$ cat src/rtl/ember_fetch_pkg.sv
// Purpose : shared types and constants for the Ember instruction fetch path.
// Latency : n/a (package only).
// Backpressure: n/a.
// Contents: fetch FSM state enum, bytes per instruction, and instruction
// field positions for the downstream decoder. The fetch reader does not decode.
package ember_fetch_pkg;

  localparam int INST_BYTES = 4;

  typedef enum logic [1:0] {
    IDLE,
    RUN,
    STALL
  } state_t;

  // Instruction field positions, msb/lsb pairs.
  localparam int IMM_HI  = 31;
  localparam int IMM_LO  = 20;
  localparam int MODE_HI = 19;
  localparam int MODE_LO = 16;
  localparam int RS_HI   = 15;
  localparam int RS_LO   = 10;
  localparam int RD_HI   = 9;
  localparam int RD_LO   = 4;
  localparam int OP_HI   = 3;
  localparam int OP_LO   = 0;

endpackage

$ cat src/rtl/ember_fetch_fifo.sv
// Purpose : synchronous FIFO of W-bit entries with push, pop, flush and occupancy count.
// Latency : a push is visible at the head on the cycle after it is written.
// Backpressure: none internally; the caller must not push when full or pop when empty.
// Ports: clk/rst (sync, active-high); push_vld/push_dat write the tail;
// pop_vld advances the head; flush empties the FIFO; head_dat is the oldest
// entry; count is the number of valid entries.
module ember_fetch_fifo
  import ember_fetch_pkg::*;
#(
  parameter int W     = 48,
  parameter int DEPTH = 2,
  localparam int PW   = $clog2(DEPTH),
  localparam int CW   = PW + 1
) (
  input  logic          clk,
  input  logic          rst,
  input  logic          push_vld,
  input  logic [W-1:0]  push_dat,
  input  logic          pop_vld,
  input  logic          flush,
  output logic [W-1:0]  head_dat,
  output logic [CW-1:0] count
);

  logic [W-1:0]  mem [DEPTH];
  logic [PW-1:0] wr_ptr;
  logic [PW-1:0] rd_ptr;

  assign head_dat = mem[rd_ptr];

  always_ff @(posedge clk) begin
    if (rst) begin
      wr_ptr <= '0;
      rd_ptr <= '0;
      count  <= '0;
      for (int i = 0; i < DEPTH; i++) begin
        mem[i] <= '0;
      end
    end else if (flush) begin
      // Storage is left as is; only the pointers and count are cleared.
      wr_ptr <= '0;
      rd_ptr <= '0;
      count  <= '0;
    end else begin
      if (push_vld) begin
        mem[wr_ptr] <= push_dat;
        wr_ptr      <= wr_ptr + PW'(1);
      end
      if (pop_vld) begin
        rd_ptr <= rd_ptr + PW'(1);
      end
      count <= count + CW'(push_vld) - CW'(pop_vld);
    end
  end

endmodule

$ cat src/rtl/ember_fetch_reader.sv
// Purpose : byte-serial fetch from L3, assembling little-endian 32-bit instruction words.
// Latency : 5 cycles from the first byte read to the word being pushed; valid the cycle after.
// Backpressure: stops issuing reads at a word boundary when buffered + in-flight words fill the FIFO.
// Ports: clk/rst (sync, active-high); mem_rd_en/mem_addr issue one byte read
// per cycle and mem_rd_data returns it one cycle later; inst_valid/inst_ready
// hand over inst_data/inst_pc; redirect_valid/redirect_pc flush and restart.
module ember_fetch_reader
  import ember_fetch_pkg::*;
#(
  parameter int               ADDR_W     = 16,
  parameter int               FIFO_DEPTH = 2,
  parameter logic [ADDR_W-1:0] RESET_PC  = '0
) (
  input  logic              clk,
  input  logic              rst,
  output logic              mem_rd_en,
  output logic [ADDR_W-1:0] mem_addr,
  input  logic [7:0]        mem_rd_data,
  output logic              inst_valid,
  input  logic              inst_ready,
  output logic [31:0]       inst_data,
  output logic [ADDR_W-1:0] inst_pc,
  input  logic              redirect_valid,
  input  logic [ADDR_W-1:0] redirect_pc
);

  localparam int CW = $clog2(FIFO_DEPTH) + 1;
  localparam int OW = CW + 1;
  localparam int EW = ADDR_W + 32;

  state_t            state, state_nxt;
  logic [ADDR_W-1:0] fetch_pc;
  logic [1:0]        byte_idx;
  logic [1:0]        asm_cnt;
  logic              ret_vld;
  logic [1:0]        ret_idx;
  logic [ADDR_W-1:0] ret_pc;
  logic [23:0]       shift_dat;

  logic              issue;
  logic [ADDR_W-1:0] issue_pc;
  logic [1:0]        issue_idx;
  logic              word_start;
  logic              push_vld;
  logic              pop_vld;
  logic [EW-1:0]     push_dat;
  logic [EW-1:0]     head_dat;
  logic [CW-1:0]     fifo_cnt;
  logic [OW-1:0]     occ;
  logic              room;

  assign inst_valid = (fifo_cnt != '0);
  assign pop_vld    = inst_valid && inst_ready;
  assign inst_pc    = head_dat[EW-1:32];
  assign inst_data  = head_dat[31:0];

  // A redirect restarts at the aligned target, so the issue point is chosen
  // combinationally and the read goes out on the very next cycle.
  assign issue_pc   = redirect_valid ? (redirect_pc & ~ADDR_W'(3)) : fetch_pc;
  assign issue_idx  = redirect_valid ? 2'd0 : byte_idx;
  assign word_start = (issue_idx == 2'd0);

  // Slots claimed = words buffered + words whose byte 0 has been issued but
  // not yet pushed. A pop this cycle already frees its slot.
  assign occ  = OW'(fifo_cnt) + OW'(asm_cnt) - OW'(pop_vld);
  assign room = occ < OW'(FIFO_DEPTH);

  // A byte that returns while a redirect is applied belongs to the old stream.
  assign push_vld = ret_vld && (ret_idx == 2'd3) && !redirect_valid;
  assign push_dat = {ret_pc, mem_rd_data, shift_dat};

  always_comb begin
    state_nxt = state;
    issue     = 1'b0;
    case (state)
      IDLE: begin
        state_nxt = RUN;
        issue     = 1'b1;
      end
      RUN: begin
        if (word_start && !room) begin
          state_nxt = STALL;
        end else begin
          issue = 1'b1;
        end
      end
      STALL: begin
        if (room) begin
          state_nxt = RUN;
          issue     = 1'b1;
        end
      end
      default: state_nxt = IDLE;
    endcase
    if (redirect_valid) begin
      state_nxt = RUN;
      issue     = 1'b1;
    end
  end

  always_ff @(posedge clk) begin
    if (rst) begin
      state     <= IDLE;
      mem_rd_en <= 1'b0;
      mem_addr  <= RESET_PC;
      fetch_pc  <= RESET_PC;
      byte_idx  <= 2'd0;
      asm_cnt   <= 2'd0;
      ret_vld   <= 1'b0;
      ret_idx   <= 2'd0;
      ret_pc    <= '0;
      shift_dat <= '0;
    end else begin
      state     <= state_nxt;
      mem_rd_en <= issue;
      // fetch_pc tracks the word being issued, so it steps past a word as
      // soon as its last byte goes out; the returning word carries its own PC.
      if (issue) begin
        mem_addr <= issue_pc + ADDR_W'(issue_idx);
        byte_idx <= issue_idx + 2'd1;
        fetch_pc <= (issue_idx == 2'd3) ? issue_pc + ADDR_W'(INST_BYTES) : issue_pc;
      end
      asm_cnt <= (redirect_valid ? 2'd0 : asm_cnt - 2'(push_vld)) + 2'(issue && word_start);
      ret_vld <= mem_rd_en && !redirect_valid;
      ret_idx <= mem_addr[1:0];
      ret_pc  <= mem_addr & ~ADDR_W'(3);
      if (ret_vld && !redirect_valid) begin
        case (ret_idx)
          2'd0:    shift_dat[7:0]   <= mem_rd_data;
          2'd1:    shift_dat[15:8]  <= mem_rd_data;
          2'd2:    shift_dat[23:16] <= mem_rd_data;
          default: ;
        endcase
      end
    end
  end

  ember_fetch_fifo #(
    .W     (EW),
    .DEPTH (FIFO_DEPTH)
  ) u_fifo (
    .clk      (clk),
    .rst      (rst),
    .push_vld (push_vld),
    .push_dat (push_dat),
    .pop_vld  (pop_vld),
    .flush    (redirect_valid),
    .head_dat (head_dat),
    .count    (fifo_cnt)
  );

endmodule

$ cat config.mk
export PLATFORM = sky130hd
export DESIGN_NAME = ember_fetch_reader
export DESIGN_NICKNAME = d
export VERILOG_FILES = /design/src/rtl/ember_fetch_pkg.sv /design/src/rtl/ember_fetch_fifo.sv /design/src/rtl/ember_fetch_reader.sv
export SDC_FILE = /design/constraint.sdc
export NUM_CORES = 1
export LEC_CHECK = 0
export BUFFER_PORTS_ARGS = -buffer_cell sky130_fd_sc_hd__buf_2
export CAP_MARGIN = 20
export CELL_PAD_IN_SITES_DETAIL_PLACEMENT = 0
export CELL_PAD_IN_SITES_GLOBAL_PLACEMENT = 1
export CORE_ASPECT_RATIO = 0.6
export CORE_MARGIN = 1.5
export CORE_UTILIZATION = 35
export CTS_BUF_LIST = sky130_fd_sc_hd__clkbuf_2 sky130_fd_sc_hd__clkbuf_4 sky130_fd_sc_hd__clkbuf_8
export DETAILED_ROUTE_END_ITERATION = 10
export HOLD_SLACK_MARGIN = 0.12
export PLACE_DENSITY_LB_ADDON = 0.1
export SKIP_LAST_GASP = 1
export SLEW_MARGIN = 20
export SYNTH_ARGS = -nofsm -noshare
export SYNTH_HDL_FRONTEND = slang
export SYNTH_SLANG_ARGS = --single-unit
export TNS_END_PERCENT = 50
$ cat constraint.sdc
create_clock -name clk -period 3.78 [get_ports clk]
set_input_delay 0.378 -clock clk [delete_from_list [all_inputs] [get_ports clk]]
set_output_delay 0.378 -clock clk [all_outputs]
set_load 0.005 [all_outputs]
* Word level (Yosys, flattened, before mapping)
Memories as Yosys holds them, arrays and structs flattened. A register that Yosys moved wholly into a read port is not among the register bits.
Cells that the tools add are included.
** Cells by class
- Order comparisons :: 1
- Equal/unequal tests :: 10
- Mux-type cells :: 23
- Reduce and logical (&&, ||, !) cells :: 20
- Add/sub/neg operators :: 11
** Operators by type and width (count)
- 48-bit 2-to-1 mux :: 1
- 48-bit OR reduction :: 1
- 16-bit 2-to-1 mux :: 2
- 16-bit by 2-bit adder with 16-bit output :: 1
- 16-bit by 3-bit adder with 16-bit output, second input constant :: 1
- 1-bit 2-to-1 mux :: 14
- 2-bit AND reduction :: 5
- 2-bit == test, second input constant :: 4
- 2-bit 2-to-1 mux :: 4
- 1-bit logical AND :: 7
- 2-bit logical NOT :: 3
- 3-bit inequality test, second input constant :: 2
- 2-bit case mux with 3 select lines :: 1
- 2-bit by 1-bit adder with 2-bit output :: 2
- 2-bit by 1-bit == test with 1-bit output, second input constant :: 2
- 2-bit inequality test, second input constant :: 2
- 2-bit by 1-bit subtractor with 2-bit output :: 2
- 2-bit by 2-bit adder with 3-bit output :: 1
- 3-bit by 2-bit < comparator with 1-bit output, second input constant :: 1
- 1-bit case mux with 3 select lines :: 1
- 3-bit by 1-bit subtractor with 3-bit output :: 1
- 1-bit adder, second input constant :: 2
- 2-bit by 1-bit adder with 2-bit output, second input constant :: 1
- 1-bit logical NOT :: 2
- 2 further kinds :: 2
** Storage, ports and cells
- Bits in writable memories :: 96
- Memories kept :: 1
- Bits of input ports :: 28
- Logic and storage cells :: 83
- Register bits after elaboration :: 86
- Output and inout port bits :: 66
** Memories
- u_fifo.mem :: words 2, bits a word 48, rd ports 1, clocked after Yosys merged registers in 1, write ports 2, line ember_fetch_fifo.sv:25 : logic [W-1:0] mem [DEPTH];

* Logic depth before layout (Yosys ltp)
- Depth after elaboration :: 11
- Gate-level depth with buffers :: 16
- Gate-level depth less buffers :: 14

* By module
From an unflattened synthesis, not the netlist that was laid out.
** Second synthesis, totals
- Cells, all modules :: 720
- Area total of the unflattened synthesis :: 8169.1 sq um
** Modules (own cells, without submodules)
- ember_fetch_fifo :: cells each 288, area an instance 4435.5 sq um, instances 1, seq. area each 2982.9 sq um
- ember_fetch_reader :: cells each 432, area an instance 3733.6 sq um, instances 1, seq. area each 1601.5 sq um

* Worst setup path before layout
Ideal clock, no wire load.
- Path type :: input -> register
- From :: input port redirect_valid
- To :: memory u_fifo.mem[0][0], enable pin
- Data arrival time :: 2994 ps
- Data required time :: 3321 ps
- Stages :: 4
- Path slack :: 327 ps
- Buffers on the path :: 1
- Setup time :: 459 ps
- Path through :: buf_6 > nor2b_1 > nand3_1 > o21bai_1
** RTL lines
- from (decl) :: line ember_fetch_reader.sv:23 : input logic redirect_valid,
- to (decl) :: line ember_fetch_fifo.sv:25

* Worst setup path after layout
- From :: register u_fifo.count[1]
- To :: register mem_addr[11]
** On the way
- Word-level cells in the longest chain between the ends :: 9
- Elaborated cells between the ends (all ways) :: 11
- Classes of those cells :: add/sub (2); order compare (1); mux (4); reduce/logical (4)
** Ends and longest elaborated chain
- from (decl) :: line ember_fetch_fifo.sv:22 : output logic [CW-1:0] count
- from (signal assigned) :: line ember_fetch_fifo.sv:52 : count <= count + CW'(push_vld) - CW'(pop_vld);
- 2-bit nonzero test (*) :: line ember_fetch_reader.sv:52 : assign inst_valid = (fifo_cnt != '0);
- 1-bit logical AND (*) :: line ember_fetch_reader.sv:53 : assign pop_vld = inst_valid && inst_ready;
- net pop_vld :: line ember_fetch_reader.sv:45 : logic pop_vld;
- 3-bit by 1-bit subtractor with 3-bit output (*) :: line ember_fetch_reader.sv:65 : assign occ = OW'(fifo_cnt) + OW'(asm_cnt) - OW'(pop_vld);
- 3-bit by 2-bit < comparator with 1-bit output (*) :: line ember_fetch_reader.sv:66 : assign room = occ < OW'(FIFO_DEPTH);
- 1-bit logical NOT :: line ember_fetch_reader.sv:81 : if (word_start && !room) begin
- 1-bit logical AND :: line ember_fetch_reader.sv:81
- 1-bit 2-to-1 mux :: line ember_fetch_reader.sv:81
- 1-bit case mux with 3 select lines (*) :: line ember_fetch_reader.sv:75 : case (state)
- 1-bit 2-to-1 mux (*) :: line ember_fetch_reader.sv:95 : if (redirect_valid) begin
- to (signal assigned) :: line ember_fetch_reader.sv:119 : mem_addr <= issue_pc + ADDR_W'(issue_idx);
- to (decl) :: line ember_fetch_reader.sv:17 : output logic [ADDR_W-1:0] mem_addr,
The timed path passes the listed nets; every way through them passes the cells marked *.
A chain may end at the register's enable or synchronous reset.

==> run metrics <==
post-route setup slack=0.6531 ns; drt wl/cell=16.82 µm; drt via density=4.744; final hold vios=0; Gate Count Post-Synth=714; worst min path class=in -> reg; post-synth top area share=0.3472; Yosys reg bits=approximately 180; pre-CTS setup slack=0.7129 ns; RSZ-0062 raised after global routing=no; clock skew=0.01060 ns; most common cell in the netlist=nand2_1; Slowest Stage Delay on Critical Path=0.38 ns; Synth Cell Area=7958 µm²; io pins=94; largest cells by area after synthesis=edfxtp_1, dfxtp_1, and2_1, mux2_2, nand2_1; first-pass iteration count of the detailed router=5; crit path max-delay cell type=fa_1; startpoint types=flip-flop; TritonCTS clock tree=yes; Iter 0 DRT Violations=268; EDFF count, synth=92; status=finished clean; clock latency on the worst-skew pair=0.45 ns; Finish-stage setup viols=0; die area=23680 µm²; Max Cap Viol=0; first-pass GRT wire length=29230 µm; total grt overflow=0; Num Clock Sinks=177; vias in the first global route=5131; VDD IR max=0.0002154 V; share of cells above drive strength 1=0.2509; Fmax=roughly 320 MHz; Setup Crit Path Kind=reg -> reg; post-synthesis async set-or-reset flop share=0; cts repair resizes=0; syn avg cell area=11.15 µm²; Core Rows=between 40 and 50; Worst Path Required=4.13 ns; period utilisation layout=0.8272; H-Tree Depth=4; Starting Density=0.3588; most frequent cells after synthesis=nand2_1, and2_1, edfxtp_1; WP data arrival=3.48 ns; main flop type after synthesis=edfxtp_1; count of final max-slew check failures=0; Worst-Margin Slew=0.8297 ns; GPL Wtd Cong=0.7827; cts hold-fix bufs=0; fin util=0.4116; detailed-route DRC error count=0; Die W=197.7 µm; Die Y=between 100 and 150 µm; Crit Path Max Fanout=25; Fillers=around 2200; register area share after synthesis=0.5610; setup TNS=0 ns; endpoint type of the worst setup path=flip-flop; largest net degree at the start of global routing=47; CTS max path bufs=2; # Post-CTS Setup Buffers=0; library cells used by synthesis=56; Power Density=approximately 400 nW/µm²; Detail Placement HPWL=12960 µm; CTS Buf Count=17; area delta synth->final=14.70%; CP cell instances=inv_1 > nand2_1 > and2_1 > ha_1 > inv_1 > nand2_1 > fa_1 > xnor2_1 > a211o_1 > nand2_1 > buf_4 > nand2b_1 > inv_1 > a32o_1; max-slew headroom at the worst pin=0.4426; antenna violations before repair=0; area of the core=between 20000 and 25000 µm²; Yosys top cell by area=edfxtp_1; Top delay family on crit path=simple AND/OR/NAND/NOR gates; clock root cell=clkbuf_8; clk slew on worst S/H paths=0.09 ns; ANT nets after route=0; leakage=3.600 nW; Post-layout nets=840; Ys Warns=0; final worst path period need=between 3 and 4 ns; Worst Path Buf+Inv=4; Hold WS=0.2128 ns; vias=5323; total track usage=0.1656; Final Cell Area=9128 µm²; final wirelength=18870 µm; I/O Buffers=about 90; DP Area=8753 µm²
placed cells by master (no fill, tap or decap), types with 3 or more instances in the layout:
master    instances
xor2_1            7
clkbuf_8         21
a22o_1            3
buf_4            14
mux2_2           47
buf_2            89
nand3b_1         15
ha_1             10
clkinv_4          3
a211oi_1          5
dfxtp_1          84
a21oi_1          48
nand2b_1          5
edfxtp_1         92
inv_1            18
mux2i_1          13
nand3_1          14
xnor2_1          17
o211ai_1          4
clkbuf_4          4
and2_1          100
nand2_1         101
nor3_1            5
nor2_1           12
o21ai_0           7
nand3_2           4
nor2b_1          21
nand4_1           6
stage by stage:
step / instances / total power [mW]
2_1_floorplan: 715 / 2.347
3_5_place_dp: 1089 / 2.475
4_1_cts: 1121 / 3.712
5_1_grt: 1121 / 3.817
3_3_place_gp: 1089 / 2.468
6_report: 1122 / 3.666
worst min-delay path, delay by kind of cell:
| family | cells | cell delay (ns) |
|---|---|---|
| buffers and inverters | 1 | 0.13 |
| AND/OR/NAND/NOR | 1 | 0.06 |
| AO/OA/AOI/OAI | 1 | 0.05 |
cells by family (layout without fill, tap and decap cells):
| family | after synthesis | count (layout) | synth area share |
|---|---|---|---|
| AOI/OAI and AO/OA | 91 | 91 | 0.07516 |
| adders and majority gates | 12 | 12 | 0.02075 |
| buffers and inverters | 55 | 153 | 0.03034 |
| and+or+nand+nor | 293 | 293 | 0.2013 |
| muxes | 61 | 61 | 0.08459 |
| xor gates and xnor gates | 24 | 24 | 0.02641 |
| DFF | 177 | 177 | 0.5610 |
| other | 1 | 3 | 0.0004712 |
path summary, 6_finish.rpt:
check	slack [ns]	endpoint	from	cells after the start
worst max-delay path	0.65	mem_addr[11]	u_fifo.count[1]	14
worst min-delay path	0.21	shift_dat[16]	mem_rd_data[0]	3
worst max register to register	0.65	mem_addr[11]	u_fifo.count[1]	14
worst min register to register	0.46	byte_idx[1]	byte_idx[1]	2
power breakdown:
group / leakage (nW) / switching [mW] / internal [mW]
logic: 1.76 / 0.181 / 0.119
registers: 1.64 / 0.0395 / 2.09
clock network: 0.194 / 0.681 / 0.559
total: 3.60 / 0.901 / 2.77
layer usage:
| layer | vias up | track usage | share of wire |
|---|---|---|---|
| met5 | - | 0 | 0 |
| met4 | 0 | 0.03721 | 0.0051 |
| met3 | 7 | 0.04160 | 0.045 |
| met2 | 103 | 0.2258 | 0.40 |
| met1 | 2576 | 0.2582 | 0.55 |
| li1 | 2637 | - | - |
flip-flops by register name, summed over array words and instances (netlist names), 2 cells and up, named ones only:
| signal | flops |
|---|---|
| asm_cnt | 2 |
| shift_dat | 24 |
| byte_idx | 2 |
| u_fifo.count | 2 |
| u_fifo.mem | 92 |
| fetch_pc | 16 |
| ret_idx | 2 |
| mem_addr | 16 |
| state | 2 |
| ret_pc | 14 |
final cells by class:
cell class	instances	area [µm²]	area share
multi-input cells	483	3284	0.3598
clock buffers	25	319.1	0.03496
well taps	308	385.4	0.04222
flip-flops and latches	177	4466	0.4892
clock inverters	7	52.55	0.005757
inverters	18	67.56	0.007402
diodes	1	2.502	0.0002742
repair buffers	103	550.5	0.06032
Power figures use the tool's default switching activity.
